## config.mk

```make
export PLATFORM = sky130hd
export DESIGN_NAME = sw_debounce_toggle_flat
export DESIGN_NICKNAME = d
export VERILOG_FILES = /design/src/rtl/sw_debounce_toggle_if.sv /design/src/rtl/sw_debounce_toggle.sv /design/src/flat_wrapper.sv
export SDC_FILE = /design/constraint.sdc
export NUM_CORES = 1
export LEC_CHECK = 0
export CORE_MARGIN = 10
export CORE_UTILIZATION = 57
export CTS_CLUSTER_SIZE = 24
export DETAILED_ROUTE_END_ITERATION = 16
export PLACE_DENSITY = 0.84
export SLEW_MARGIN = 40
export SYNTH_ARGS = -nofsm -noshare
export SYNTH_HDL_FRONTEND = slang
export SYNTH_SLANG_ARGS = --single-unit
```

## constraint.sdc

```tcl
create_clock -name i_clk -period 1.8 [get_ports i_clk]
set_input_delay 0.18 -clock i_clk [delete_from_list [all_inputs] [get_ports i_clk]]
set_output_delay 0.18 -clock i_clk [all_outputs]
set_load 0.005 [all_outputs]
```

## src/rtl/sw_debounce_toggle_if.sv

```systemverilog
// Switch front-end bundle: raw switch/mode/clear in,
// debounced state, edge pulses and LED drive out.
interface sw_debounce_toggle_if #(
  parameter int N_CH = 4
);
  logic [N_CH-1:0]   i_sw_n;
  logic [2*N_CH-1:0] i_mode;
  logic              i_tog_clr;
  logic [N_CH-1:0]   o_state;
  logic [N_CH-1:0]   o_press;
  logic [N_CH-1:0]   o_release;
  logic [N_CH-1:0]   o_led;

  modport master (
    output i_sw_n,
    output i_mode,
    output i_tog_clr,
    input  o_state,
    input  o_press,
    input  o_release,
    input  o_led
  );

  modport slave (
    input  i_sw_n,
    input  i_mode,
    input  i_tog_clr,
    output o_state,
    output o_press,
    output o_release,
    output o_led
  );
endinterface

```

## src/rtl/sw_debounce_toggle.sv

```systemverilog
// N-channel active-low switch front end: sync, debounce,
// edge pulses and per-channel LED mode (level/toggle/flash).
module sw_debounce_toggle #(
  parameter int N_CH      = 4,
  parameter int DB_CYCLES = 50000,
  parameter int CNT_W     = 16
) (
  input logic                 i_clk,
  input logic                 i_rst_n,
  sw_debounce_toggle_if.slave bus
);
  localparam logic [CNT_W-1:0] CNT_MAX =
    CNT_W'(DB_CYCLES - 1);
  localparam logic [CNT_W-1:0] CNT_ONE = CNT_W'(1);

  logic [N_CH-1:0]  d1;
  logic [N_CH-1:0]  d2;
  logic [N_CH-1:0]  raw;
  logic [N_CH-1:0]  flip;
  logic [N_CH-1:0]  tog_ev;
  logic [N_CH-1:0]  state;
  logic [N_CH-1:0]  press;
  logic [N_CH-1:0]  rel;
  logic [N_CH-1:0]  tog;
  logic [N_CH-1:0]  led;
  logic [CNT_W-1:0] cnt  [N_CH];
  logic [1:0]       mode [N_CH];

  always_ff @(posedge i_clk or negedge i_rst_n) begin
    if (!i_rst_n) begin
      d1 <= '1;
      d2 <= '1;
    end else begin
      d1 <= bus.i_sw_n;
      d2 <= d1;
    end
  end

  // flip: raw has differed from state long enough
  always_comb begin
    raw = ~d2;
    for (int c = 0; c < N_CH; c++) begin
      mode[c]   = bus.i_mode[2*c +: 2];
      flip[c]   = (raw[c] != state[c]) &&
                  (cnt[c] == CNT_MAX);
      tog_ev[c] = flip[c] &&
                  ((mode[c] == 2'b01 && raw[c]) ||
                   (mode[c] == 2'b10 && !raw[c]));
    end
  end

  always_ff @(posedge i_clk or negedge i_rst_n) begin
    if (!i_rst_n) begin
      for (int c = 0; c < N_CH; c++) cnt[c] <= '0;
      state <= '0;
      press <= '0;
      rel   <= '0;
    end else begin
      for (int c = 0; c < N_CH; c++) begin
        if (raw[c] == state[c] || flip[c])
          cnt[c] <= '0;
        else
          cnt[c] <= cnt[c] + CNT_ONE;
      end
      state <= state ^ flip;
      press <= flip & raw;
      rel   <= flip & ~raw;
    end
  end

  always_ff @(posedge i_clk or negedge i_rst_n) begin
    if (!i_rst_n)
      tog <= '0;
    else if (bus.i_tog_clr)
      tog <= '0;
    else
      tog <= tog ^ tog_ev;
  end

  always_comb begin
    led = '0;
    for (int c = 0; c < N_CH; c++) begin
      unique case (1'b1)
        mode[c] == 2'b00: led[c] = state[c];
        mode[c] == 2'b11: led[c] = press[c];
        default:          led[c] = tog[c];
      endcase
    end
  end

  assign bus.o_state   = state;
  assign bus.o_press   = press;
  assign bus.o_release = rel;
  assign bus.o_led     = led;
endmodule

```

## src/flat_wrapper.sv

```systemverilog
// flat-port wrapper written by rule: the top's interface ports become plain ports
module sw_debounce_toggle_flat 
#(
  parameter int N_CH      = 4,
  parameter int DB_CYCLES = 50000,
  parameter int CNT_W     = 16
)
  (i_clk, i_rst_n, bus_i_sw_n, bus_i_mode, bus_i_tog_clr, bus_o_state, bus_o_press, bus_o_release, bus_o_led);
  sw_debounce_toggle_if #(.N_CH(N_CH)) bus_i ();
  input logic i_clk;
  input logic i_rst_n;
  input wire logic [$bits(bus_i.i_sw_n)-1:0] bus_i_sw_n;
  input wire logic [$bits(bus_i.i_mode)-1:0] bus_i_mode;
  input wire logic [$bits(bus_i.i_tog_clr)-1:0] bus_i_tog_clr;
  output wire logic [$bits(bus_i.o_state)-1:0] bus_o_state;
  output wire logic [$bits(bus_i.o_press)-1:0] bus_o_press;
  output wire logic [$bits(bus_i.o_release)-1:0] bus_o_release;
  output wire logic [$bits(bus_i.o_led)-1:0] bus_o_led;
  assign bus_i.i_sw_n = bus_i_sw_n;
  assign bus_i.i_mode = bus_i_mode;
  assign bus_i.i_tog_clr = bus_i_tog_clr;
  assign bus_o_state = bus_i.o_state;
  assign bus_o_press = bus_i.o_press;
  assign bus_o_release = bus_i.o_release;
  assign bus_o_led = bus_i.o_led;
  sw_debounce_toggle #(.N_CH(N_CH), .DB_CYCLES(DB_CYCLES), .CNT_W(CNT_W)) u_core (.i_clk(i_clk), .i_rst_n(i_rst_n), .bus(bus_i));
endmodule
```

==> run_results.csv <==
group,metric,value,unit
run_status,status,"finished, final reports clean",
final_layout,fillCellCount,554,
place,portBuffers,30,
sta,drv_slew,0,
sta,max_freq,0.586,GHz
sta,slew_headroom,0.602,
power_and_ir_drop,p_leak,2.16,nW
critical_path,startpoint_type,"register",
clocking,cts_tree,"done",
final_layout,nNetsFinal,532,
global_route,grtUsageMet1,0.196,
synth,synth-seq-cells,88,
global_route,grt_usage,0.165,
power_and_ir_drop,power_density,706,nW/um^2
sta,finalClockSkew,13.2,ps
sta,period_minus_slack,1710,ps
global_route,antenna_found_initial,0,
sta,holdWs,213,ps
critical_path,reg2reg_to,"u_core.tog[1]",
drt,wl_per_cell,14.9,microns
clocking,cts_sinks,88,
final_layout,n_antenna_cell,0,
drt,via_count,3321,
global_route,grt_pass1_vias,3338,
global_route,grt_busiest_layer,"met2",
clocking,clk_pin_slew,90,ps
critical_path,worst_r2r_path_depth,5,
global_route,grt_max_degree,47,
critical_path,cp-end-kind,"register",
final_layout,layout_commonest_cell,"dfrtp_1",
power_and_ir_drop,peakVddDrop,0.510,mV
synth,synth_nets,463,
drt,via_per_inst,5.53,
hold_path,hold_path_class,"in2reg",
final_layout,multi_input_area,2000,sq um
floorplan,coreArea,7290,sq um
hold_path,worstHoldPathCells,1,
clocking,h-tree-depth,3,
sta,fin_crit_sh,0.948,
synth,netlist_area,4300,sq um
drt,first_pass_iters,4,
synth,ys.flop_type,"dfrtp_1",
final_layout,stdcell_area,5190,sq um
final_layout,area_growth,20.9,%
sta,final_hold_viol_count,0,
final_layout,final_cell_mix,"dfrtp_1 (78), nor2_1 (73), xnor2_1 (42)",
floorplan,dieWidth,107,microns
critical_path,r2r_slack,90,ps
final_layout,ff_latch_area,2210,sq um
floorplan,die_area,11400,sq um
synth,ys_types,33,
clocking,cts_buffers,9,
global_route,grt-ovfl-total,0,
critical_path,r2r_start,"u_core.cnt[32]",
place,hpwl,6560,microns
final_layout,utilization,0.712,
critical_path,critPathKind,"reg2reg",
critical_path,critical_path_arrival,1990,ps
global_route,grt_pass1_wl,15600,microns
final_layout,drive_gt1_frac,0.139,
critical_path,path_max_fanout,6,
sta,setup_violations,0,
global_route,met3_usage,0.0473,
run,maxCapViolCount,0,
synth,synth-edff-count,0,
drt,post-route-drc-count,0,
drt,drtAntennaViolNets,0,
sta,setup_slack,93.2,ps
place,postPlaceCellArea,4960,sq um
hold_path,worstHoldEndpoint,"u_core.d1[3]",
drt,wl,8930,microns
floorplan,start_util,0.589,
clocking,cts_buffer_depth,2,
sta,tightest_slew,597,ps
synth,synth-async-reset-ratio,1.00,
critical_path,cp_data_required_time,2080,ps
synth,syn_avg_cell_area,10.0,sq um
hold_path,min_from,"bus_i_sw_n[3]",
clocking,insertion_delay,360,ps
place,dp_slack,-171,ps
floorplan,chipHeight,107,microns
power_and_ir_drop,p_total,0.00367,W
floorplan,num_io_pins,31,
clocking,cts_root_buf,"clkbuf_8",
floorplan,rows,31,
global_route,met2_usage,0.279,
synth,syn_inst,428,
drt,drt_iter0_drc,120,
place,gp_congestion,0.884,
synth,yosysWarnings,0,
synth,yosysSeqAreaShare,0.515,
[cell type report]
cell class              count  area share
multi-input cells         313       0.385
inverters                  18      0.0130
well taps                  99      0.0238
clock buffers              11      0.0272
clock inverters             5      0.0120
repair buffers             67       0.113
flip-flops and latches     88       0.426
[metrics by stage]
stage               cells  setup TNS (ps)
floorplan             428               0
global placement      583            -249
detailed placement    583            -548
CTS                   600               0
global route          601           -13.7
finish                601               0
[synthesized netlist by cell type (5+ instances only)]
library cell	count	area share
xor2_1	15	0.031
a21oi_1	7	0.0082
o21ai_0	13	0.015
nand2_1	30	0.026
nor4_1	13	0.019
ha_1	20	0.058
nor3b_1	5	0.0087
dfstp_2	8	0.049
nor2_1	73	0.064
nor4bb_1	6	0.014
clkbuf_1	5	0.0044
inv_1	18	0.016
nand4_1	19	0.028
nor4b_1	5	0.010
nor3_1	14	0.016
nand3_1	18	0.021
xnor2_1	42	0.086
dfrtp_1	80	0.47
[power breakdown]
group	switching [W]	internal, W	leakage, nW
sequential	0.0000353	0.00201	1.19
combinational	0.000116	0.000104	0.878
clock	0.000709	0.000690	0.0966
total	0.000861	0.00281	2.16
[worst max-delay path, cell delays in order (launching register included)]
cell and delay (ps):
dfrtp_1 400, ha_1 230, and3_1 220, nand4_1 230, or3_1 370, a21oi_1 170
[what timing repair did]
action	CTS	global route
hold buffers	1	0
buffers inserted	0	1
gates resized for setup	4	7
pin swaps	0	2
hold endpoints to repair	36	0
setup endpoints to repair	4	3
[routing by layer]
layer / share of wire / vias to the layer above
met1: 0.43 / 1619
met5: 0 / -
met2: 0.50 / 80
met3: 0.048 / 12
li1: - / 1610
met4: 0.013 / 0
[worst max path at each step]
stage | from | end | slack (ps) | cells past startpoint
detailed placement | bus_i_mode[2] | bus_o_led[1] | -170 | 5
global route | u_core.cnt[32] | u_core.tog[1] | -10 | 5
finish | u_core.cnt[32] | u_core.tog[1] | 90 | 5
floorplan | u_core.cnt[0] | u_core.tog[3] | 170 | 5
CTS | u_core.cnt[4] | u_core.tog[3] | 60 | 4
global placement | bus_i_mode[6] | bus_o_led[3] | -70 | 5
[logic make-up after synthesis]
kind of cell | share of synthesized area
AND/OR/NAND/NOR | 0.247
flip-flops | 0.515
XOR/XNOR | 0.116
AO/OA/AOI/OAI | 0.0396
buffers and inverters | 0.0247
adder cells (fa/ha/maj) | 0.0582
[flip-flops by register name, indices dropped and copies added (netlist names), named ones only]
name                  flops
u_core.d2                 4
u_core.tog                4
u_core.bus.o_release      4
u_core.cnt               64
u_core.d1                 4
u_core.bus.o_press        4
(Power assumes the default switching activity.)
